--- config.mk ---
export PLATFORM = sky130hd
export DESIGN_NAME = divider_seq
export DESIGN_NICKNAME = d
export VERILOG_FILES = /design/src/rtl/div_pkg.sv /design/src/rtl/div_step.sv /design/src/rtl/divider_seq.sv
export SDC_FILE = /design/constraint.sdc
export NUM_CORES = 1
export LEC_CHECK = 0
export ABC_AREA = 1
export BUFFER_PORTS_ARGS = -buffer_cell sky130_fd_sc_hd__buf_2
export CAP_MARGIN = 10
export CORE_ASPECT_RATIO = 0.6
export CORE_MARGIN = 4
export CORE_UTILIZATION = 45
export DETAILED_ROUTE_END_ITERATION = 8
export PLACE_DENSITY_LB_ADDON = 0.3
export SLEW_MARGIN = 20
export SYNTH_ARGS = -nofsm -noshare
export SYNTH_HDL_FRONTEND = slang
export SYNTH_SLANG_ARGS = --single-unit
export TNS_END_PERCENT = 30
--- constraint.sdc ---
create_clock -name clk -period 7.9 [get_ports clk]
set_input_delay 0 -clock clk [delete_from_list [all_inputs] [get_ports clk]]
set_output_delay 0 -clock clk [all_outputs]
set_load 0.1 [all_outputs]
--- src/rtl/div_pkg.sv ---
// Shared constants, state encoding and counter sizing for the sequential divider.
package div_pkg;

    localparam int DIV_WIDTH = 16;

    typedef enum logic [2:0] {
        IDLE,
        PREP,
        ITER,
        FIX,
        DONE
    } div_state_e;

    function automatic int cnt_width(input int w);
        return (w > 1) ? $clog2(w) : 1;
    endfunction

    localparam int CNT_W = cnt_width(DIV_WIDTH);

endpackage

--- src/rtl/div_step.sv ---
// One restoring-division iteration: shift {R,Q} left, then keep R - |B| when it is non-negative.
module div_step
    import div_pkg::*;
#(
    parameter int WIDTH = DIV_WIDTH
) (
    input  logic [WIDTH:0]   r_in,
    input  logic [WIDTH-1:0] q_in,
    input  logic [WIDTH-1:0] mag_b,
    output logic [WIDTH:0]   r_out,
    output logic [WIDTH-1:0] q_out
);

    logic [WIDTH:0]   r_sh;
    logic [WIDTH+1:0] trial;
    logic             fits;

    always_comb begin
        r_sh  = {r_in[WIDTH-1:0], q_in[WIDTH-1]};
        trial = {1'b0, r_sh} - {2'b00, mag_b};
        // A set top bit of R means the shifted value already exceeds any divisor.
        fits  = r_in[WIDTH] | ~trial[WIDTH+1];
        if (fits) begin
            r_out = trial[WIDTH:0];
            q_out = {q_in[WIDTH-2:0], 1'b1};
        end else begin
            r_out = r_sh;
            q_out = {q_in[WIDTH-2:0], 1'b0};
        end
    end

endmodule

--- src/rtl/divider_seq.sv ---
// Sequential signed restoring divider: 2W-bit dividend / W-bit divisor, one quotient bit per cycle.
// Define DIV_SELFCHECK_EN to compile a simulation-only result check at done.
module divider_seq
    import div_pkg::*;
#(
    parameter int WIDTH = DIV_WIDTH
) (
    input  logic                 clk,
    input  logic                 rst,
    input  logic                 start,
    input  logic [2*WIDTH-1:0]   A,
    input  logic [WIDTH-1:0]     B,
    output logic                 busy,
    output logic                 done,
    output logic [WIDTH-1:0]     quo,
    output logic [WIDTH-1:0]     rem,
    output logic                 div_zero,
    output logic                 ovf
);

    localparam int CW = cnt_width(WIDTH);
    localparam logic [WIDTH-1:0] Q_POS_MAX = {1'b0, {(WIDTH-1){1'b1}}};
    localparam logic [WIDTH-1:0] Q_NEG_MAX = {1'b1, {(WIDTH-1){1'b0}}};

    div_state_e           state_q, state_d;
    logic [2*WIDTH-1:0]   a_q, a_d;
    logic [WIDTH-1:0]     b_q, b_d;
    logic [WIDTH-1:0]     mag_b_q, mag_b_d;
    logic [WIDTH:0]       r_q, r_d;
    logic [WIDTH-1:0]     q_q, q_d;
    logic [CW-1:0]        cnt_q, cnt_d;
    logic [WIDTH-1:0]     quo_q, quo_d;
    logic [WIDTH-1:0]     rem_q, rem_d;
    logic                 div_zero_q, div_zero_d;
    logic                 ovf_q, ovf_d;

    logic                 sign_a, sign_b, neg;
    logic [2*WIDTH-1:0]   mag_a;
    logic [WIDTH-1:0]     mag_b;
    logic [WIDTH:0]       r_nxt;
    logic [WIDTH-1:0]     q_nxt;

    assign sign_a = a_q[2*WIDTH-1];
    assign sign_b = b_q[WIDTH-1];
    assign neg    = sign_a ^ sign_b;
    // Negating the most negative dividend wraps to 2^(2W-1), which is the correct magnitude.
    assign mag_a  = sign_a ? -a_q : a_q;
    assign mag_b  = sign_b ? -b_q : b_q;

    div_step #(.WIDTH(WIDTH)) u_step (
        .r_in  (r_q),
        .q_in  (q_q),
        .mag_b (mag_b_q),
        .r_out (r_nxt),
        .q_out (q_nxt)
    );

    always_comb begin
        state_d    = state_q;
        a_d        = a_q;
        b_d        = b_q;
        mag_b_d    = mag_b_q;
        r_d        = r_q;
        q_d        = q_q;
        cnt_d      = cnt_q;
        quo_d      = quo_q;
        rem_d      = rem_q;
        div_zero_d = div_zero_q;
        ovf_d      = ovf_q;
        case (state_q)
            IDLE: begin
                if (start) begin
                    a_d        = A;
                    b_d        = B;
                    div_zero_d = 1'b0;
                    ovf_d      = 1'b0;
                    state_d    = PREP;
                end
            end
            PREP: begin
                mag_b_d = mag_b;
                if (b_q == '0) begin
                    div_zero_d = 1'b1;
                    state_d    = FIX;
                end else if (mag_a[2*WIDTH-1:WIDTH] >= mag_b) begin
                    ovf_d   = 1'b1;
                    state_d = FIX;
                end else begin
                    r_d     = {1'b0, mag_a[2*WIDTH-1:WIDTH]};
                    q_d     = mag_a[WIDTH-1:0];
                    cnt_d   = CW'(WIDTH-1);
                    state_d = ITER;
                end
            end
            ITER: begin
                r_d = r_nxt;
                q_d = q_nxt;
                if (cnt_q == '0) state_d = FIX;
                else             cnt_d   = cnt_q - CW'(1);
            end
            FIX: begin
                quo_d   = '0;
                rem_d   = '0;
                state_d = DONE;
                if (!div_zero_q && !ovf_q) begin
                    if ((neg && q_q > Q_NEG_MAX) || (!neg && q_q > Q_POS_MAX)) begin
                        ovf_d = 1'b1;
                    end else begin
                        quo_d = neg ? -q_q : q_q;
                        rem_d = sign_a ? -r_q[WIDTH-1:0] : r_q[WIDTH-1:0];
                    end
                end
            end
            DONE:    state_d = IDLE;
            default: state_d = IDLE;
        endcase
    end

    always_ff @(posedge clk or posedge rst) begin
        if (rst) begin
            state_q    <= IDLE;
            a_q        <= '0;
            b_q        <= '0;
            mag_b_q    <= '0;
            r_q        <= '0;
            q_q        <= '0;
            cnt_q      <= '0;
            quo_q      <= '0;
            rem_q      <= '0;
            div_zero_q <= 1'b0;
            ovf_q      <= 1'b0;
        end else begin
            state_q    <= state_d;
            a_q        <= a_d;
            b_q        <= b_d;
            mag_b_q    <= mag_b_d;
            r_q        <= r_d;
            q_q        <= q_d;
            cnt_q      <= cnt_d;
            quo_q      <= quo_d;
            rem_q      <= rem_d;
            div_zero_q <= div_zero_d;
            ovf_q      <= ovf_d;
        end
    end

    assign busy     = (state_q != IDLE);
    assign done     = (state_q == DONE);
    assign quo      = quo_q;
    assign rem      = rem_q;
    assign div_zero = div_zero_q;
    assign ovf      = ovf_q;

`ifdef DIV_SELFCHECK_EN
    always @(posedge clk) begin
        if (done && !div_zero_q && !ovf_q) begin
            if ((longint'($signed(quo_q)) * longint'($signed(b_q)) + longint'($signed(rem_q)))
                    != longint'($signed(a_q)) ||
                (rem_q != '0 && !(longint'(sign_a ? -r_q[WIDTH-1:0] : rem_q) < longint'(mag_b_q)))) begin
                $display("divider_seq selfcheck: A=%0d B=%0d quo=%0d rem=%0d",
                         $signed(a_q), $signed(b_q), $signed(quo_q), $signed(rem_q));
                $error("divider_seq result inconsistent");
            end
        end
    end
`endif

endmodule
== Word-level counts from Yosys, hierarchy flattened ==
Cells that the tools add are included.

* Add/sub/neg operators: 6
* Order comparisons: 3
* Eq/ne operators: 13
* Mux-type cells: 33
* Bitwise gates (word level): 3
* Reductions and logical operators: 20

{| class="wikitable"
|+ Operator list
! operator !! count
|-
| 2-to-1 mux 16 bit || 9
|-
| 2-to-1 mux 17 bit || 3
|-
| negation 16 bit || 3
|-
| case mux 17 bit (2 select lines) || 1
|-
| 2-to-1 mux 32 bit || 1
|-
| negation 32 bit || 1
|-
| case mux 16 bit (2 select lines) || 1
|-
| != test 2 bit, second input constant || 9
|-
| subtractor 17 x 16 -> 18 bit || 1
|-
| >= comparator 16 bit || 1
|-
| > comparator 16 x 15 -> 1 bit, second input constant || 1
|-
| > comparator 16 bit, second input constant || 1
|-
| zero test 16 bit || 1
|-
| 2-to-1 mux 4 bit || 3
|-
| case mux 3 bit (4 select lines) || 1
|-
| 2-to-1 mux 1 bit || 9
|-
| case mux 4 bit (2 select lines) || 1
|-
| equality test 3 x 2 -> 1 bit, second input constant || 2
|-
| 2-to-1 mux 3 bit || 2
|-
| AND reduction 3 bit || 2
|-
| AND reduction 6 bit || 1
|-
| nonzero test 3 bit || 2
|-
| zero test 4 bit || 1
|-
| AND reduction 2 bit || 2
|-
| other kinds (14) || 19
|}

* Bits in registers: 138
* Output and inout port bits: 36
* Logic and storage cells: 89

== Depth between registers and ports, before layout ==
Gate-level depths: netlist of run 1.

* Word-level depth: 7
* Gate-level depth with buffers: 24
* Gate-level depth less buffers: 24

== By module ==
A second synthesis of run 1 with hierarchy kept.

* Cells, all modules: 1447
* Area total of the unflattened synthesis: 9734.3 um^2

{| class="wikitable"
|+ Modules (own cells, without submodules)
! module !! times used !! cells each !! area an instance (um^2) !! seq. area each (um^2)
|-
| divider_seq || 1 || 1155 || 8191.6 || 3453.3
|-
| div_step || 1 || 292 || 1542.7 || 0.0
|}

== Worst setup path before layout of run 1 ==
No wires, ideal clock.

* Path kind: register -> register
* From: register b_q[0]
* To: register r_q[5]
* Library setup time: 0.066 ns
* Arrival: 2.778 ns
* Required time: 7.834 ns
* Path slack: 5.056 ns
* Cell stages (with the launch flop): 20
* Buffers on the path: 2
* Cell sequence: dfrtp_1 nor3_1 nand3_1 nor3_1 inv_1 nand2_1 xor2_1 inv_1 ha_1 a21oi_1 nand3_1 inv_1 nand2_1 nand2_1 nand4_4 nand2_2 buf_6 buf_6 nand3_2 nand2_1

* Cells in the longest elaborated chain, start to end: 5

{| class="wikitable"
|+ RTL lines
! item !! RTL line !! text
|-
| from (decl) || divider_seq.sv:27 || <nowiki>logic [WIDTH-1:0] b_q, b_d;</nowiki>
|-
| from (signal assigned) || divider_seq.sv:123 || <nowiki>b_q <= '0;</nowiki>
|-
| from (signal assigned) || divider_seq.sv:135 || <nowiki>b_q <= b_d;</nowiki>
|-
| negation 16 bit || divider_seq.sv:48 || <nowiki>assign mag_b = sign_b ? -b_q : b_q;</nowiki>
|-
| 2-to-1 mux 16 bit || divider_seq.sv:48 ||
|-
| >= comparator 16 bit || divider_seq.sv:85 || <nowiki>end else if (mag_a[2*WIDTH-1:WIDTH] >= mag_b) begin</nowiki>
|-
| != test 2 bit (no source line) || -- ||
|-
| AND reduction 3 bit (no source line) (*) || -- ||
|-
| to (signal assigned) || divider_seq.sv:137 || <nowiki>r_q <= r_d;</nowiki>
|-
| to (decl) || divider_seq.sv:29 || <nowiki>logic [WIDTH:0] r_q, r_d;</nowiki>
|}

Mark *: on every way between the ends. The rest lies on a longest branch, timed or not.
A chain may end at the register's enable or synchronous reset.

== Worst setup path after layout of run 1 ==
* From: register a_q[31]
* To: register q_q[5]

* Cells in the longest elaborated chain, start to end: 5

{| class="wikitable"
|+ RTL lines
! item !! RTL line !! text
|-
| from (decl) || divider_seq.sv:26 || <nowiki>logic [2*WIDTH-1:0] a_q, a_d;</nowiki>
|-
| from (signal assigned) || divider_seq.sv:122 || <nowiki>a_q <= '0;</nowiki>
|-
| from (signal assigned) || divider_seq.sv:134 || <nowiki>a_q <= a_d;</nowiki>
|-
| negation 32 bit || divider_seq.sv:47 || <nowiki>assign mag_a = sign_a ? -a_q : a_q;</nowiki>
|-
| 2-to-1 mux 32 bit (*) || divider_seq.sv:47 ||
|-
| >= comparator 16 bit || divider_seq.sv:85 ||
|-
| != test 2 bit (no source line) || -- ||
|-
| AND reduction 3 bit (no source line) || -- ||
|-
| to (signal assigned) || divider_seq.sv:138 || <nowiki>q_q <= q_d;</nowiki>
|-
| to (decl) || divider_seq.sv:30 || <nowiki>logic [WIDTH-1:0] q_q, q_d;</nowiki>
|}

Mark *: on every way between the ends. The rest lies on a longest branch, timed or not. The select of a mux whose other input is x is not followed.

==> impl_metrics.ini, run 1 <==
[critical_path]
cp_max_fo = 47
reg2regPathDepth = 17
r2r-end = q_q[5]
timing.rr.start = a_q[31]
critPathRequiredTime_ns = 8.25
slowest_stage = nand2_2
cp.buffers_inverters = 6
worstSetupStartpoint = a_q[31]
worstPathCellList = buf_4 > inv_2 > nor4_1 > nand3_1 > inv_1 > ha_1 > nand2_1 > inv_1 > nand3_1 > inv_1 > nand2_1 > nand2_1 > inv_1 > nand4_4 > nand2_2 > nand2_1 > o21ai_2
cp.arrival_ns = 4.62
max_stage_delay_ns = 0.86
path_class = flop to flop
critical-path-top-delay-family = simple AND/OR/NAND/NOR gates
ff2ff_setup_slack_ns = 3.62
endpoint_kind = flop
startpoint_type = flop

[clock_tree]
clockBufferDepth = 2
cts_root_buffer = clkbuf_16
cts_tree = yes
path_clk_slew_ns = 0.06
htree_levels = 4
cts_sinks = 138
cts_buffers = 17
holdBufCountCts = 50
post_cts_buffers = 0
post_cts_resize_count = 0
insertion_delay_ns = 0.44

[placement]
place_congestion = 0.964
dpl_worst_slack_ns = 3.73
hpwl_um = 21500
io_buffers = 86

[logic_synthesis]
synthCells = 1398
ys_ff_latch = 138
synthesis.area_um2 = 9510
synthXorXnorAreaFrac_pct = 3.96
yosys-mux-area-fraction_pct = 0.237
syn_nets = 1487
async_flop_share_pct = 100
synth_warnings = 0
synth_compound_area_share_pct = 8.93
synth_ff_type = dfrtp_1
postSynthAreaPerCell_um2 = 6.80
synth_cell_types = 39
synth_top_family_by_area = simple AND/OR/NAND/NOR gates
yosysSeqAreaShare_pct = 36.3
yosys.area_share.adder_pct = 5.08
synth_edf_count = 0
yosys.area_share.simple_pct = 35.0

[final_layout]
syn_to_final_growth_pct = 17.3
final_cell_mix = 457 x nand2_1, 190 x inv_1, 152 x nand3_1
nets = 1600
fin_util_pct = 54.8
diodes = 0
drive_gt1_share_pct = 10.9
fillers = 2007
final_common_cell = nand2_1

[route]
dr.pass1.iters = 6
drc_errors = 0
vias = 9399
wirelength_um = 28700
drt-initial-drc-count = 1071
avgViaCountPerCell = 5.23
ant_nets = 0
wl_per_cell_um = 16.0

[status]
status = finished clean

[sta]
tns_ns = 0
grt_setup_unrepaired = false
layout_setup_ws_ns = 3.62
fin_crit_ns = 4.28
finalSetupViolCount = 0
period_share_pct = 54.1
timing.fmax_ghz = 0.234
hold_viol_final = 0
drv_slew = 0
fin_skew_ns = 0.00786
slew_headroom_pct = 29.6
tightest_slew_ns = 1.05

[global_routing]
grt_pass1_wl_um = 46300
antenna_found_initial = 0
overflow = 0
grt_pass1_vias = 8554
grt_max_degree = 97
grt_usage_pct = 24.8

[flow_run]
maxCapViolations = 0

[die]
num_rows = 40
io_pins = 87
coreArea_um2 = 20400
initial_core_util_pct = 46.7
die_w_um = 196
die_area_um2 = 23600
fp.dieH_um = 121

[min_path]
holdCritPathClass = primary input to async pin
## cell usage after synthesis (2+ instances only)
master | count | area share, %
inv_2 | 5 | 0.20
a31oi_1 | 3 | 0.20
and2_1 | 3 | 0.20
buf_1 | 4 | 0.16
o21ai_2 | 7 | 0.64
a21oi_1 | 23 | 1.2
inv_1 | 192 | 7.6
xnor2_1 | 2 | 0.18
o21a_1 | 2 | 0.16
nand3_2 | 15 | 1.6
mux2_2 | 2 | 0.24
buf_4 | 2 | 0.16
o22ai_1 | 8 | 0.53
clkbuf_1 | 21 | 0.83
dfrtp_1 | 138 | 36
o21ai_0 | 97 | 5.1
nor2_2 | 7 | 0.46
nand2_2 | 4 | 0.26
xor2_1 | 41 | 3.8
o21ai_1 | 16 | 0.84
nor3_1 | 18 | 0.95
nor2_1 | 89 | 3.5
nand4_1 | 21 | 1.4
ha_1 | 37 | 4.9
nand2_1 | 457 | 18
nand3_1 | 152 | 8.0
buf_2 | 14 | 0.74
buf_6 | 6 | 0.71
nor4_1 | 2 | 0.13
## state kept, by name (all words and copies together) (netlist names)
| signal | flops |
|---|---|
| state_q | 3 |
| r_q | 17 |
| b_q | 16 |
| quo | 16 |
| a_q | 32 |
| rem | 16 |
| cnt_q | 4 |
| mag_b_q | 16 |
| q_q | 16 |
| ovf | 1 |
| div_zero | 1 |
## per-layer routing
metal | track usage (%) | share of wire [%] | vias to the layer above
met1 | 39.9 | 51 | 4297
li1 | - | - | 4678
met5 | 0 | 0 | -
met4 | 5.01 | 1.0 | 0
met2 | 31.3 | 37 | 398
met3 | 8.33 | 11 | 26
## metrics by stage
stage	cell area [µm²]	hold WS [ns]	std cells
2_1_floorplan	9510	0.121	1398
5_1_grt	11200	0.224	1796
4_1_cts	11100	0.200	1796
3_5_place_dp	10100	0.108	1715
3_3_place_gp	10100	0.102	1715
6_report	11200	0.177	1796
## worst max path at each step
stage / endpoint / slack, ns / cells after the start
after floorplan: a_q[0] / 4.20 / 1
after global placement: q_q[9] / 3.91 / 16
after CTS: q_q[5] / 3.70 / 17
after global routing: q_q[3] / 3.17 / 17
after detailed placement: q_q[5] / 3.73 / 17
final: q_q[5] / 3.62 / 17
## worst reg2reg max path, stage by stage, from the launching register on
cell,delay [ns]
dfrtp_1,0.77
buf_4,0.41
inv_2,0.27
nor4_1,0.31
nand3_1,0.16
inv_1,0.10
ha_1,0.24
nand2_1,0.08
inv_1,0.05
nand3_1,0.08
inv_1,0.04
nand2_1,0.06
nand2_1,0.07
inv_1,0.11
nand4_4,0.28
nand2_2,0.86
nand2_1,0.19
o21ai_2,0.09
## cells by family (layout without fill, tap and decap cells)
family                   Yosys count  in the layout
AO/OA/AOI/OAI                    159            159
multiplexers                       2              2
AND/OR/NAND/NOR                  772            772
XOR/XNOR                          43             43
buffers and inverters            246            371
adder cells (fa/ha/maj)           38             38
flip-flops                       138            138
## area by class of cell
type	count	area [µm²]	area share, %
multi-input combinational	1014	5070	45.5
sequential	138	3450	31.0
inverter	199	753	6.75
clock inverter	8	95.1	0.853
clock buffer	23	468	4.20
tap	273	342	3.06
timing repair buffer	141	972	8.72
Power of run 1 is not shown: default switching activity piles up to over one toggle a cycle in this logic, so the estimate is an artifact.
==> run 2, diff against run 1 <==
--- a/config.mk
+++ b/config.mk
@@ -5,7 +5,7 @@
 export SDC_FILE = /design/constraint.sdc
 export NUM_CORES = 1
 export LEC_CHECK = 0
-export ABC_AREA = 1
+export ABC_AREA = 0
 export BUFFER_PORTS_ARGS = -buffer_cell sky130_fd_sc_hd__buf_2
 export CAP_MARGIN = 10
 export CORE_ASPECT_RATIO = 0.6
==> constraint.sdc (replaced) <==
create_clock -name clk -period 3.86 [get_ports clk]
set_input_delay 0 -clock clk [delete_from_list [all_inputs] [get_ports clk]]
set_output_delay 0 -clock clk [all_outputs]
set_load 0.1 [all_outputs]
==> run 2 against run 1 <==
Compared with the run above: the run now ends with setup timing left; die area shrank 12%; sequential cell count is the same; synthesized cell count down 39%; hold slack lost 0.061 ns; critical endpoint is now r_q[1]; highest routed layer unchanged.
==> impl_metrics.ini, run 2 <==
[sta]
fin_crit_ns = 4.10
drv_slew = 0
period_share_pct = 106
fin_skew_ns = 0.0144
hold_viol_final = 0
timing.fmax_ghz = 0.244
layout_setup_ws_ns = -0.243
slew_headroom_pct = 45.0
tns_ns = -5.92
grt_setup_unrepaired = true
finalSetupViolCount = 39
tightest_slew_ns = 0.825

[global_routing]
grt_max_degree = 56
overflow = 0
grt_usage_pct = 22.4
antenna_found_initial = 1
grt_pass1_vias = 6739
grt_pass1_wl_um = 37000

[clock_tree]
htree_levels = 4
cts_root_buffer = clkbuf_16
cts_tree = yes
insertion_delay_ns = 0.43
cts_buffers = 17
clockBufferDepth = 2
cts_sinks = 138
path_clk_slew_ns = 0.06

[route]
avgViaCountPerCell = 5.39
drt-initial-drc-count = 478
wirelength_um = 22600
wl_per_cell_um = 17.5
dr.pass1.iters = 5
vias = 6961
ant_nets = 0
drc_errors = 0

[critical_path]
critPathRequiredTime_ns = 4.17
path_class = flop to flop
startpoint_type = flop
path_common_cell = or4_4
max_stage_delay_ns = 0.53
cp_max_fo = 4
cp.arrival_ns = 4.41
endpoint_kind = flop
slowest_stage = or4_4
worstPathCellList = or4_4 > or4_4 > or3_4 > o41ai_2 > xnor2_1 > ha_1 > and4_1 > a21o_1 > o2bb2ai_2 > a211oi_4 > nand3_4 > mux2_4 > mux2_2

[final_layout]
syn_to_final_growth_pct = 26.5
reg.largest.list = a_q (32), r_q (17)
largest_register_ffs = 32
regMostFlops = a_q
nets = 1127
final_cell_mix = 138 x dfrtp_1, 117 x nand2_1, 86 x buf_2
diodes = 0
fillers = 1565
final_common_cell = dfrtp_1
drive_gt1_share_pct = 24.3
fin_cells = 1291

[logic_synthesis]
synthCells = 856
ys_ff_latch = 138
synthesis.area_um2 = 8340
synth_cell_types = 61
synth.most_common_cell = dfrtp_1
postSynthAreaPerCell_um2 = 9.74
yosys.area.top_type = dfrtp_1
synth_edf_count = 0
synthTopCellsByArea = dfrtp_1 41%, mux2_2 6.1%, ha_1 5.6%
async_flop_share_pct = 100
syn_nets = 945
yosys-top-cells-count = 138 x dfrtp_1, 117 x nand2_1, 86 x o21ai_0, 46 x mux2i_1
yosysSeqAreaShare_pct = 41.4
synth_warnings = 0
synth_ff_type = dfrtp_1
synth_top_area_share_pct = 41.4

[placement]
dp.cells = 1203
place_congestion = 0.916
hpwl_um = 16300
io_buffers = 86

[die]
io_pins = 87
initial_core_util_pct = 46.0
die_area_um2 = 20800
coreArea_um2 = 18100
num_rows = 38
fp.dieH_um = 113
die_w_um = 184

[flow_run]
maxCapViolations = 0

[min_path]
holdCritPathClass = primary input to async pin

[status]
violations = setup timing
status = finished, violations left
run 2: cell types whose count changed in the layout (fill, tap and decap cells not counted), sizes merged, moves of 12 or more:
cell,delta
nand4,-19
or3,+12
inv,-156
mux2i,+46
buf,+60
or4,+14
o31ai,+20
nand2,-345
nand3,-158
xnor2,+43
mux2,+43
nor2,-71
o21ai,-20
run 2: final timing paths:
| path | startpoint | endpoint | slack, ns | depth (start not counted) |
|---|---|---|---|---|
| min in group clk | A[18] | a_q[18] | 0.33 | 3 |
| max in group asynchronous | rst | q_q[11] | 2.74 | 4 |
| hold / removal | rst | mag_b_q[10] | 0.12 | 3 |
| hold reg to reg | quo[6] | quo[6] | 0.48 | 2 |
| setup / recovery | a_q[19] | r_q[1] | -0.24 | 13 |
| setup reg to reg | a_q[19] | r_q[1] | -0.24 | 13 |
run 2: kinds of logic (layout without fill, tap and decap cells):
family          Yosys count  after routing  share of synthesized area [%]
buf+inv                  77            272                           3.80
fa+ha+maj                38             38                           5.79
simple gates            225            225                           13.3
compound gates          202            202                           15.2
flops                   138            138                           41.4
mux                      91             91                           11.6
xor+xnor                 85             85                           8.93
run 2: area by class of cell:
| cell class | count | area, µm² | share of cell area (%) |
|---|---|---|---|
| Clock inverter | 11 | 93.8 | 0.890 |
| Clock buffer | 21 | 470 | 4.46 |
| Sequential cell | 138 | 3450 | 32.7 |
| Multi-Input combinational cell | 641 | 4650 | 44.1 |
| Inverter | 39 | 151 | 1.44 |
| Timing Repair Buffer | 201 | 1430 | 13.6 |
| Tap cell | 240 | 300 | 2.85 |
run 2: what timing repair did:
action                                 4_1_cts  5_1_grt
buffers inserted                             4        2
resized for setup                            9        6
setup endpoints to repair                   39       39
endpoints found under the hold margin       85        0
pin swaps                                    8        1
hold buffers                                50        0
run 2: metal layers:
| metal | vias to the layer above | share of wire, % | wire length, µm | track usage [%] |
|---|---|---|---|---|
| li1 | 3410 | - | - | - |
| met5 | - | 0 | 0 | 0 |
| met2 | 197 | 39 | 8810 | 29.7 |
| met1 | 3338 | 54 | 12100 | 37.1 |
| met3 | 16 | 6.8 | 1530 | 5.00 |
| met4 | 0 | 0.68 | 153 | 4.33 |
run 2: through the flow:
step	cell area, µm²	hold slack (ns)	setup WS [ns]	util (%)
after CTS	10500	0.115	-0.236	58.0
after global placement	9370	0.0239	-0.193	51.7
after floorplan	8360	0.117	-0.188	-
after detailed placement	9370	0.0234	-0.266	51.7
after global routing	10500	0.136	-0.362	58.2
final	10500	0.116	-0.243	58.2
run 2: critical path, delay by kind of cell (launching register included):
kind	cells	cell delay, ns
multiplexers	2	0.57
adder cells (fa/ha/maj)	1	0.29
flip-flops	1	0.37
AO/OA/AOI/OAI	4	0.84
XOR/XNOR	1	0.20
AND/OR/NAND/NOR	5	1.71
Power of run 2 is left out for the same reason.
==> run 3, diff against run 2 <==
--- a/config.mk
+++ b/config.mk
@@ -12,7 +12,7 @@
 export CORE_MARGIN = 4
 export CORE_UTILIZATION = 45
 export DETAILED_ROUTE_END_ITERATION = 8
-export PLACE_DENSITY_LB_ADDON = 0.3
+export PLACE_DENSITY = 0.69
 export SLEW_MARGIN = 20
 export SYNTH_ARGS = -nofsm -noshare
 export SYNTH_HDL_FRONTEND = slang
==> run 3 against run 2 <==
Compared with the run above: register-to-register slack worse by 0.12 ns; hold slack gained 0.14 ns; via count rose by 2.2%; first-iteration DRC count increased by 26%; wire length rose by 0.79%; sequential cell count unchanged; sequential share of layout area down 0.38 points; clock-buffer cell count grew 1; the flow still finishes with violations (setup timing); final area up 1.2%; cell count up 0.15%; critical path type unchanged.
==> impl_metrics.ini, run 3 (same netlist as run 2, synthesis figures left out) <==
[die]
fp.dieH_um = 113
die_area_um2 = 20800
die_w_um = 184
num_rows = 38
coreArea_um2 = 18100
io_pins = 87
initial_core_util_pct = 46.0

[sta]
hold-worst-slack_ns = 0.253
timing.fmax_ghz = 0.237
period_share_pct = 109
tightest_slew_ns = 1.23
hold_viol_final = 0
fin_skew_ns = 0.00908
slew_headroom_pct = 18.1
finalSetupViolCount = 39
layout_setup_ws_ns = -0.359
grt_setup_unrepaired = true
drv_slew = 0
tns_ns = -11.29
fin_crit_ns = 4.22

[route]
wl_met1_um = 11900
wl_per_cell_um = 17.6
routed-wl-met2_um = 8960
dr.pass1.iters = 5
ant_nets = 0
drc_errors = 0
highest_layer = met4
wirelength_um = 22800
route.met3.wl_um = 1650
drt-initial-drc-count = 601
vias = 7111
avgViaCountPerCell = 5.50

[min_path]
holdCritPathClass = primary input to async pin

[global_routing]
grt_pass1_wl_um = 37200
antenna_found_initial = 0
grt_usage_pct = 22.5
grt_pass1_vias = 6960
overflow = 0
grt_max_degree = 84

[final_layout]
seqCellArea_um2 = 3450
multi_input_area_um2 = 4660
largest_register_ffs = 32
nets = 1131
final_cell_mix = 138 x dfrtp_1, 117 x nand2_1, 86 x buf_2
fillers = 1528
design_area_um2 = 10700
reg.largest.list = a_q (32), r_q (17)
final_common_cell = dfrtp_1
syn_to_final_growth_pct = 28.0
diodes = 0
regMostFlops = a_q
drive_gt1_share_pct = 24.2

[flow_run]
maxCapViolations = 0

[placement]
place_congestion = 0.869
hpwl_um = 16300
dpl_worst_slack_ns = -0.277
io_buffers = 86
dpl_cell_area_um2 = 9370

[critical_path]
path_class = flop to flop
critPathRequiredTime_ns = 4.14
startpoint_type = flop
slowest_stage = or4_4
worstPathCellList = or4_4 > or4_4 > or3_4 > o31ai_1 > xnor2_1 > ha_1 > and4_1 > o2111a_1 > a211oi_4 > nand3_4 > buf_4 > clkbuf_16 > mux2i_1 > mux2i_1
cp.arrival_ns = 4.50
endpoint_kind = flop
max_stage_delay_ns = 0.53
cp_max_fo = 6

[clock_tree]
htree_levels = 4
path_clk_slew_ns = 0.06
cts_root_buffer = clkbuf_16
insertion_delay_ns = 0.42
cts_tree = yes
cts_buffers = 17
clockBufferDepth = 2
cts_sinks = 138

[status]
status = finished, violations left
violations = setup timing
-- run 3: changes by cell type in the layout (fill, tap and decap cells not counted), sizes merged --
| cell | delta |
|---|---|
| buf | +2 |
| bufbuf | +1 |
| bufinv | +1 |
| clkbuf | +2 |
| clkinvlp | -3 |
| inv | -1 |
-- run 3: what timing repair did --
| item | in CTS | in global routing |
|---|---|---|
| pin swaps | 4 | 5 |
| buffers inserted | 2 | 5 |
| endpoints found under the hold margin | 130 | 0 |
| resized for setup | 7 | 16 |
| endpoints found under the setup margin | 39 | 39 |
| hold buffers | 50 | 0 |
| gates cloned | 2 | 1 |
-- run 3: area by class of cell --
class	count	share of cell area, %
clock buffers	22	4.35
clock inverters	8	0.903
multi-input cells	641	43.7
inverters	39	1.42
flip-flops and latches	138	32.4
repair buffers	205	14.4
well taps	240	2.81
-- run 3: per-layer routing --
layer | global-route usage (%) | up-vias
met3 | 4.17 | 17
met1 | 36.6 | 3404
met2 | 30.8 | 267
met5 | 0 | -
li1 | - | 3423
met4 | 4.97 | 0
-- run 3: path summary, 6_finish.rpt --
kind	start	to	slack, ns	depth (start not counted)
max reg2reg	a_q[19]	r_q[10]	-0.36	14
min	rst	rem[6]	0.25	3
min reg2reg	quo[7]	quo[7]	0.47	2
max in group asynchronous	rst	b_q[4]	2.67	4
max	a_q[19]	r_q[10]	-0.36	14
min in group clk	B[10]	b_q[10]	0.34	3
-- run 3: per-stage QoR --
stage	util, %	cells
detailed placement	51.7	1203
finish	58.9	1293
global placement	51.7	1203
floorplan	-	856
CTS	58.1	1287
global route	58.9	1293
-- run 3: worst max-delay path: cells and delay by family (launching register included) --
family          cells  cell delay (ns)
fa+ha+maj           1             0.29
xor+xnor            1             0.23
simple gates        5             1.81
mux                 2             0.23
buf+inv             2             0.39
compound gates      3             0.76
flops               1             0.37
Power of run 3 is left out for the same reason.
